==> config.mk <==
export PLATFORM = sky130hd
export DESIGN_NAME = phoenix_led_sequencer
export DESIGN_NICKNAME = d
export VERILOG_FILES = /design/src/rtl/phoenix_led_sequencer.sv
export SDC_FILE = /design/constraint.sdc
export NUM_CORES = 2
export LEC_CHECK = 0
export BUFFER_PORTS_ARGS = -buffer_cell sky130_fd_sc_hd__buf_2
export CAP_MARGIN = 20
export CORE_MARGIN = 2
export CORE_UTILIZATION = 65
export CTS_CLUSTER_DIAMETER = 200
export DETAILED_ROUTE_END_ITERATION = 7
export PLACE_DENSITY = 0.84
export SLEW_MARGIN = 20
export SYNTH_ARGS = -nofsm -noshare
export SYNTH_HDL_FRONTEND = slang
export SYNTH_SLANG_ARGS = --single-unit
==> constraint.sdc <==
create_clock -name clk -period 6.91 [get_ports clk]
set_input_delay 1.382 -clock clk [delete_from_list [all_inputs] [get_ports clk]]
set_output_delay 1.382 -clock clk [all_outputs]
set_load 0.05 [all_outputs]
==> src/rtl/phoenix_led_sequencer.sv <==
// Multi-channel LED sequencer: per-channel OFF/ON/BLINK/BREATHE duty words for the
// downstream PWM generators, reconfigured at run time through a valid/ready command port.
module phoenix_led_sequencer #(
  parameter int unsigned CLOCK_FREQUENCY  = 25_000_000,
  parameter int unsigned PWM_COUNTER_BITS = 32,
  parameter int unsigned CHANNELS         = 4,
  parameter int unsigned PWM_CYCLE        = CLOCK_FREQUENCY / 1000,
  parameter int unsigned BLINK_CYCLE      = CLOCK_FREQUENCY,
  parameter int unsigned BLINK_ON_COUNT   = CLOCK_FREQUENCY / 2,
  parameter int unsigned BREATHE_TICK     = CLOCK_FREQUENCY / 1000,
  parameter int unsigned BREATHE_STEP     = PWM_CYCLE / 500,
  localparam int unsigned CW = (CHANNELS > 1) ? $clog2(CHANNELS) : 1
) (
  input  logic                             clk,
  input  logic                             reset,
  input  logic                             cmd_valid,
  output logic                             cmd_ready,
  input  logic [CW-1:0]                    cmd_channel,
  input  logic [1:0]                       cmd_mode,
  input  logic [PWM_COUNTER_BITS-1:0]      cmd_level,
  output logic                             cmd_error,
  output logic [PWM_COUNTER_BITS-1:0]      pwm_cycle,
  output logic [CHANNELS*PWM_COUNTER_BITS-1:0] pwm_duty
);

  localparam int unsigned W  = PWM_COUNTER_BITS;
  localparam int unsigned PW = (BLINK_CYCLE > 1) ? $clog2(BLINK_CYCLE) : 1;
  localparam int unsigned TW = (BREATHE_TICK > 1) ? $clog2(BREATHE_TICK) : 1;
  localparam logic [W-1:0] FULL = W'(PWM_CYCLE);
  localparam logic [W-1:0] STEP = W'(BREATHE_STEP);

  typedef enum logic [1:0] {
    MODE_OFF     = 2'd0,
    MODE_ON      = 2'd1,
    MODE_BLINK   = 2'd2,
    MODE_BREATHE = 2'd3
  } mode_e;

  logic          accept;
  logic          bad_channel;
  logic          cmd_ready_d, cmd_error_d;
  logic          pend_valid_q, pend_valid_d;
  logic [CW-1:0] pend_chan_q, pend_chan_d;
  mode_e         pend_mode_q, pend_mode_d;
  logic [W-1:0]  pend_level_q, pend_level_d;
  logic [W-1:0]  level_sat;

  mode_e         mode_q  [CHANNELS];
  mode_e         mode_d  [CHANNELS];
  logic [PW-1:0] phase_q [CHANNELS];
  logic [PW-1:0] phase_d [CHANNELS];
  logic [TW-1:0] tick_q  [CHANNELS];
  logic [TW-1:0] tick_d  [CHANNELS];
  logic          down_q  [CHANNELS];
  logic          down_d  [CHANNELS];
  logic [W-1:0]  level_q [CHANNELS];
  logic [W-1:0]  level_d [CHANNELS];
  logic [W-1:0]  duty_q  [CHANNELS];
  logic [W-1:0]  duty_d  [CHANNELS];

  assign accept    = cmd_valid & cmd_ready;
  assign level_sat = (cmd_level > FULL) ? FULL : cmd_level;

  // Next-state: command capture, per-channel mode evolution, then pending-command override
  always_comb begin
    logic [W:0]   sum;
    logic [W-1:0] res;
    sum          = '0;
    res          = '0;
    cmd_ready_d  = ~accept;
    pend_valid_d = accept;
    pend_chan_d  = pend_chan_q;
    pend_mode_d  = pend_mode_q;
    pend_level_d = pend_level_q;
    if (accept) begin
      pend_chan_d  = cmd_channel;
      pend_mode_d  = mode_e'(cmd_mode);
      pend_level_d = level_sat;
    end
    bad_channel = (32'(pend_chan_q) >= CHANNELS);
    cmd_error_d = pend_valid_q & bad_channel;

    for (int i = 0; i < CHANNELS; i++) begin
      mode_d[i]  = mode_q[i];
      phase_d[i] = phase_q[i];
      tick_d[i]  = tick_q[i];
      down_d[i]  = down_q[i];
      level_d[i] = level_q[i];
      duty_d[i]  = duty_q[i];
      case (mode_q[i])
        MODE_OFF: duty_d[i] = '0;
        MODE_ON:  duty_d[i] = level_q[i];
        MODE_BLINK: begin
          phase_d[i] = (phase_q[i] == PW'(BLINK_CYCLE - 1)) ? '0 : phase_q[i] + PW'(1);
          duty_d[i]  = (phase_d[i] < PW'(BLINK_ON_COUNT)) ? FULL : '0;
        end
        MODE_BREATHE: begin
          if (tick_q[i] == TW'(BREATHE_TICK - 1)) begin
            tick_d[i] = '0;
            if (!down_q[i]) begin
              // Extra carry bit so a large step can never wrap past the peak
              sum = {1'b0, duty_q[i]} + {1'b0, STEP};
              res = (sum > {1'b0, level_q[i]}) ? level_q[i] : sum[W-1:0];
              if (res == level_q[i]) down_d[i] = 1'b1;
            end else begin
              res = (duty_q[i] <= STEP) ? '0 : duty_q[i] - STEP;
              if (res == '0) down_d[i] = 1'b0;
            end
            duty_d[i] = res;
          end else begin
            tick_d[i] = tick_q[i] + TW'(1);
          end
        end
      endcase

      if (pend_valid_q && !bad_channel && (pend_chan_q == CW'(i))) begin
        mode_d[i]  = pend_mode_q;
        phase_d[i] = '0;
        tick_d[i]  = '0;
        down_d[i]  = 1'b0;
        level_d[i] = pend_level_q;
        case (pend_mode_q)
          MODE_OFF:     duty_d[i] = '0;
          MODE_ON:      duty_d[i] = pend_level_q;
          MODE_BLINK:   duty_d[i] = FULL;
          MODE_BREATHE: duty_d[i] = '0;
        endcase
      end
    end
  end

  // State registers; reset leaves every channel blinking at phase 0
  always_ff @(posedge clk or negedge reset) begin
    if (!reset) begin
      cmd_ready    <= 1'b0;
      cmd_error    <= 1'b0;
      pwm_cycle    <= FULL;
      pend_valid_q <= 1'b0;
      pend_chan_q  <= '0;
      pend_mode_q  <= MODE_OFF;
      pend_level_q <= '0;
      for (int i = 0; i < CHANNELS; i++) begin
        mode_q[i]  <= MODE_BLINK;
        phase_q[i] <= '0;
        tick_q[i]  <= '0;
        down_q[i]  <= 1'b0;
        level_q[i] <= FULL;
        duty_q[i]  <= FULL;
      end
    end else begin
      cmd_ready    <= cmd_ready_d;
      cmd_error    <= cmd_error_d;
      pwm_cycle    <= FULL;
      pend_valid_q <= pend_valid_d;
      pend_chan_q  <= pend_chan_d;
      pend_mode_q  <= pend_mode_d;
      pend_level_q <= pend_level_d;
      for (int i = 0; i < CHANNELS; i++) begin
        mode_q[i]  <= mode_d[i];
        phase_q[i] <= phase_d[i];
        tick_q[i]  <= tick_d[i];
        down_q[i]  <= down_d[i];
        level_q[i] <= level_d[i];
        duty_q[i]  <= duty_d[i];
      end
    end
  end

  always_comb begin
    pwm_duty = '0;
    for (int i = 0; i < CHANNELS; i++) pwm_duty[i*W +: W] = duty_q[i];
  end

endmodule

==> flow_summary_export.csv <==
group,metric,value,unit
sta,slew_viol_final,0,
clock_network,cts_tree,"built",
routing,drt-pass1-iter-count,8,
job,drv_cap,0,
clock_network,numCtsBuffers,54,
clock_network,clk_latency,0.65,ns
pwr,combPwrFrac,54.4,%
clock_network,clock-sinks,466,
logic_synthesis,synth_area_leader_cell,"dfrtp_1",
cells_and_area,final.fill_count,4692,
place,post_dp_cell_area,38600,um2
grt,grt_pass1_wl,220000,um
pwr,clkPwrFrac,20.5,%
setup_path,arrival,6.55,ns
cells_and_area,fin_nets,4992,
floorplanning,start_util,65.6,%
routing,antenna_left,0,
setup_path,endpoint,"pwm_duty[50]",
sta,period_needed,5.99,ns
floorplanning,die_y,245,um
logic_synthesis,synth_area_leaders,"dfrtp_1 27%, o21ai_0 6.9%, nand2_1 5.8%",
routing,drt_iter0_drc,5753,
pwr,seq_power_share,25.1,%
setup_path,r2r-start,"pwm_duty[33]",
setup_path,critPathRequiredTime,7.47,ns
pwr,switchingPower,0.00820,W
cells_and_area,seqCellArea,11700,um2
hold_path,hold_class,"reg -> reg",
routing,vias,40138,
setup_path,worstPathMaxFanout,15,
pwr,p_leak,17.0,nW
pwr,power_density,397,nW/um2
pwr,ir_drop,396,uV
logic_synthesis,synthDistinctLibCells,103,
clock_network,htreeDepth,2,
logic_synthesis,synth.yosys.warnings,0,
routing,avgViaCountPerCell,7.14,
floorplanning,die-area,60100,um2
grt,track_usage,47.2,%
sta,period_share,86.7,%
sta,fmax,167,MHz
cells_and_area,postLayoutCoreUtil,70.5,%
logic_synthesis,synth-main-ff-cell,"dfrtp_1",
clock_network,ctsHoldBuffers,0,
routing,drc,3,
clock_network,clock_path_buffers,3,
logic_synthesis,synthCells,4882,
logic_synthesis,avgSynthCellArea,7.74,um2
logic_synthesis,ys_seq_area_share,31.0,%
sta,setup_viol,0,
setup_path,r2r_end,"pwm_duty[50]",
run_status,violations,"design-rule violations",
logic_synthesis,async_flop_share,100,%
floorplanning,io_pins,201,
sta,skew,0.0331,ns
pwr,intPower,0.00792,W
logic_synthesis,netlist.area_leader.share,27.4,%
setup_path,reg2reg_setup_slack,0.92,ns
sta,hold_viol_final,0,
clock_network,cts_setup_buffers,0,
place,gp_congestion,1.08,
place,portBuffers,167,
sta,final.setup.tns,0,ns
setup_path,cp-startpoint,"pwm_duty[33]",
grt,grt_antenna_before_repair,6,
run_status,status,"finished with violations",
logic_synthesis,synth_edf_count,0,
pwr,swShare,50.9,%
routing,drt-total-wl,145000,um
setup_path,ff2ff_path_depth,16,
logic_synthesis,synthesis.area,37800,um2
cells_and_area,fin_area,40600,um2
floorplanning,fp-row-count,88,
cells_and_area,drive_above_1_share,9.41,%
cells_and_area,area_delta_synth_final,7.50,%
sta,worst_slew_pin_slew,1.09,ns
floorplanning,core-area,57600,um2
floorplanning,die_w,245,um
grt,grt_overflow,0,
sta,slew_headroom,25.5,%
sta,rsz0062_at_grt,"false",
setup_path,critPathLaunchType,"register",
setup_path,path_class,"reg -> reg",
cells_and_area,multi_input_area,23700,um2
grt,grt_pass1_vias,37254,
grt,grt_max_degree,145,
clock_network,clkSlewWorstSetupHoldPaths,0.07,ns
routing,wl_per_cell,25.8,um
place,post-dp-hpwl,102000,um
logic_synthesis,ys_ff_latch,466,
clock_network,post_cts_resized,0,
clock_network,root_buffer,"clkbuf_16",
setup_path,end_kind,"register",
synthesized netlist by cell type (30+ instances only):
cell and n:
xnor2_1 236, nor2_1 368, nand3_1 169, o31ai_1 36
o221ai_1 39, a31oi_1 72, inv_1 207, and2_1 51
nand2_1 588, nand2b_1 30, or3_1 48, o21ai_0 520
o22ai_1 37, nor3_1 118, buf_2 34, buf_1 30
buf_4 41, dfstp_2 52, a21oi_1 299, clkbuf_1 291
nand4_1 125, a221oi_1 43, ha_1 144, a211oi_1 38
dfrtp_1 414, o211ai_1 51, nor4_1 91, xor2_1 116
and3_1 77
worst min-delay path by stage:
| stage | from | cells after the start | slack (ns) | to |
|---|---|---|---|---|
| final | tick_q[59] | 1 | 0.49 | tick_q[59] |
| after global routing | tick_q[59] | 1 | 0.50 | tick_q[59] |
| after CTS | tick_q[59] | 1 | 0.48 | tick_q[59] |
| after detailed placement | tick_q[59] | 1 | 0.47 | tick_q[59] |
| after global placement | tick_q[59] | 1 | 0.46 | tick_q[59] |
| after floorplan | tick_q[59] | 1 | 0.44 | tick_q[59] |
power by group through the flow:
stage,sequential [W],clock [W],combinational [W]
5_1_grt,0.00408,0.00339,0.00928
3_5_place_dp,0.00403,0,0.00833
6_report,0.00404,0.00330,0.00877
2_1_floorplan,0.00406,0,0.00592
3_3_place_gp,0.00401,0,0.00828
4_1_cts,0.00398,0.00329,0.00841
layout by cell type, fill, tap and decap left out, drive strengths merged, types with 28 or more instances in the layout:
| master | count |
|---|---|
| nand2 | 589 |
| a31oi | 72 |
| o211ai | 51 |
| dfstp | 52 |
| nor2b | 28 |
| inv | 211 |
| a21oi | 299 |
| nor4 | 99 |
| or3 | 48 |
| nor2 | 368 |
| a221oi | 43 |
| dfrtp | 414 |
| buf | 238 |
| o22ai | 38 |
| and3 | 77 |
| and2 | 55 |
| o31ai | 36 |
| or4 | 28 |
| clkbuf | 71 |
| nand3 | 170 |
| nor3 | 121 |
| o221ai | 39 |
| mux2i | 29 |
| xnor2 | 236 |
| o21ai | 524 |
| ha | 144 |
| conb | 33 |
| nand4 | 127 |
| xor2 | 116 |
| nand2b | 30 |
| a211oi | 39 |
state kept, by name, summed over array words and instances, names as in the netlist:
name	cells
pend_chan_q	2
pend_valid_q	1
pend_mode_q	2
mode_q	8
phase_q	100
tick_q	60
down_q	4
pwm_duty	128
level_q	128
cmd_ready	1
pend_level_q	32
per-layer routing:
layer	vias to the layer above	GRT usage (%)	share of wire [%]
met5	-	0	0.018
met1	18854	62.6	38
met3	703	12.5	13
met4	4	30.0	7.6
met2	3048	68.3	41
li1	17529	-	-
through the flow:
stage | power [W] | setup WS [ns] | cells | hold slack (ns)
after CTS | 0.0157 | 1.02 | 5620 | 0.478
after detailed placement | 0.0124 | 1.03 | 5518 | 0.466
after floorplan | 0.00999 | 2.00 | 4913 | 0.443
after global routing | 0.0168 | 0.548 | 5620 | 0.496
after global placement | 0.0123 | 1.16 | 5518 | 0.462
final | 0.0161 | 0.917 | 5622 | 0.486
worst max-delay path, cell delays in order, from the launching register on:
cell and delay (ns):
dfrtp_1 0.64, ha_1 0.31, a211oi_1 0.17, nor4_4 0.64, nand3_1 0.26, or2_2 0.41, xnor2_1 0.15, ha_1 0.30
nand4_1 0.22, nor4_1 0.62, nand3_1 0.24, and2_1 0.23, a22oi_2 0.32, and2_0 0.48, o21ai_1 0.22, a2111oi_0 0.45
a2bb2oi_1 0.23
cells by family after synthesis:
family / Yosys count / synth area share (%)
AND/OR/NAND/NOR: 1843 / 24.2
AO/OA/AOI/OAI: 1425 / 23.9
buffers and inverters: 607 / 6.56
flip-flops: 466 / 31.0
XOR/XNOR: 359 / 8.58
adder cells (fa/ha/maj): 144 / 4.77
multiplexers: 36 / 0.977
other: 2 / 0.0199
area by class of cell:
type	instances	share of cell area (%)
inverters	209	1.93
clock inverters	31	1.17
flip-flops and latches	466	28.9
repair buffers	238	3.46
clock buffers	71	3.73
well taps	765	2.36
diodes	2	0.0123
multi-input cells	3840	58.5
No activity file was read; power rests on OpenSTA's default activity.
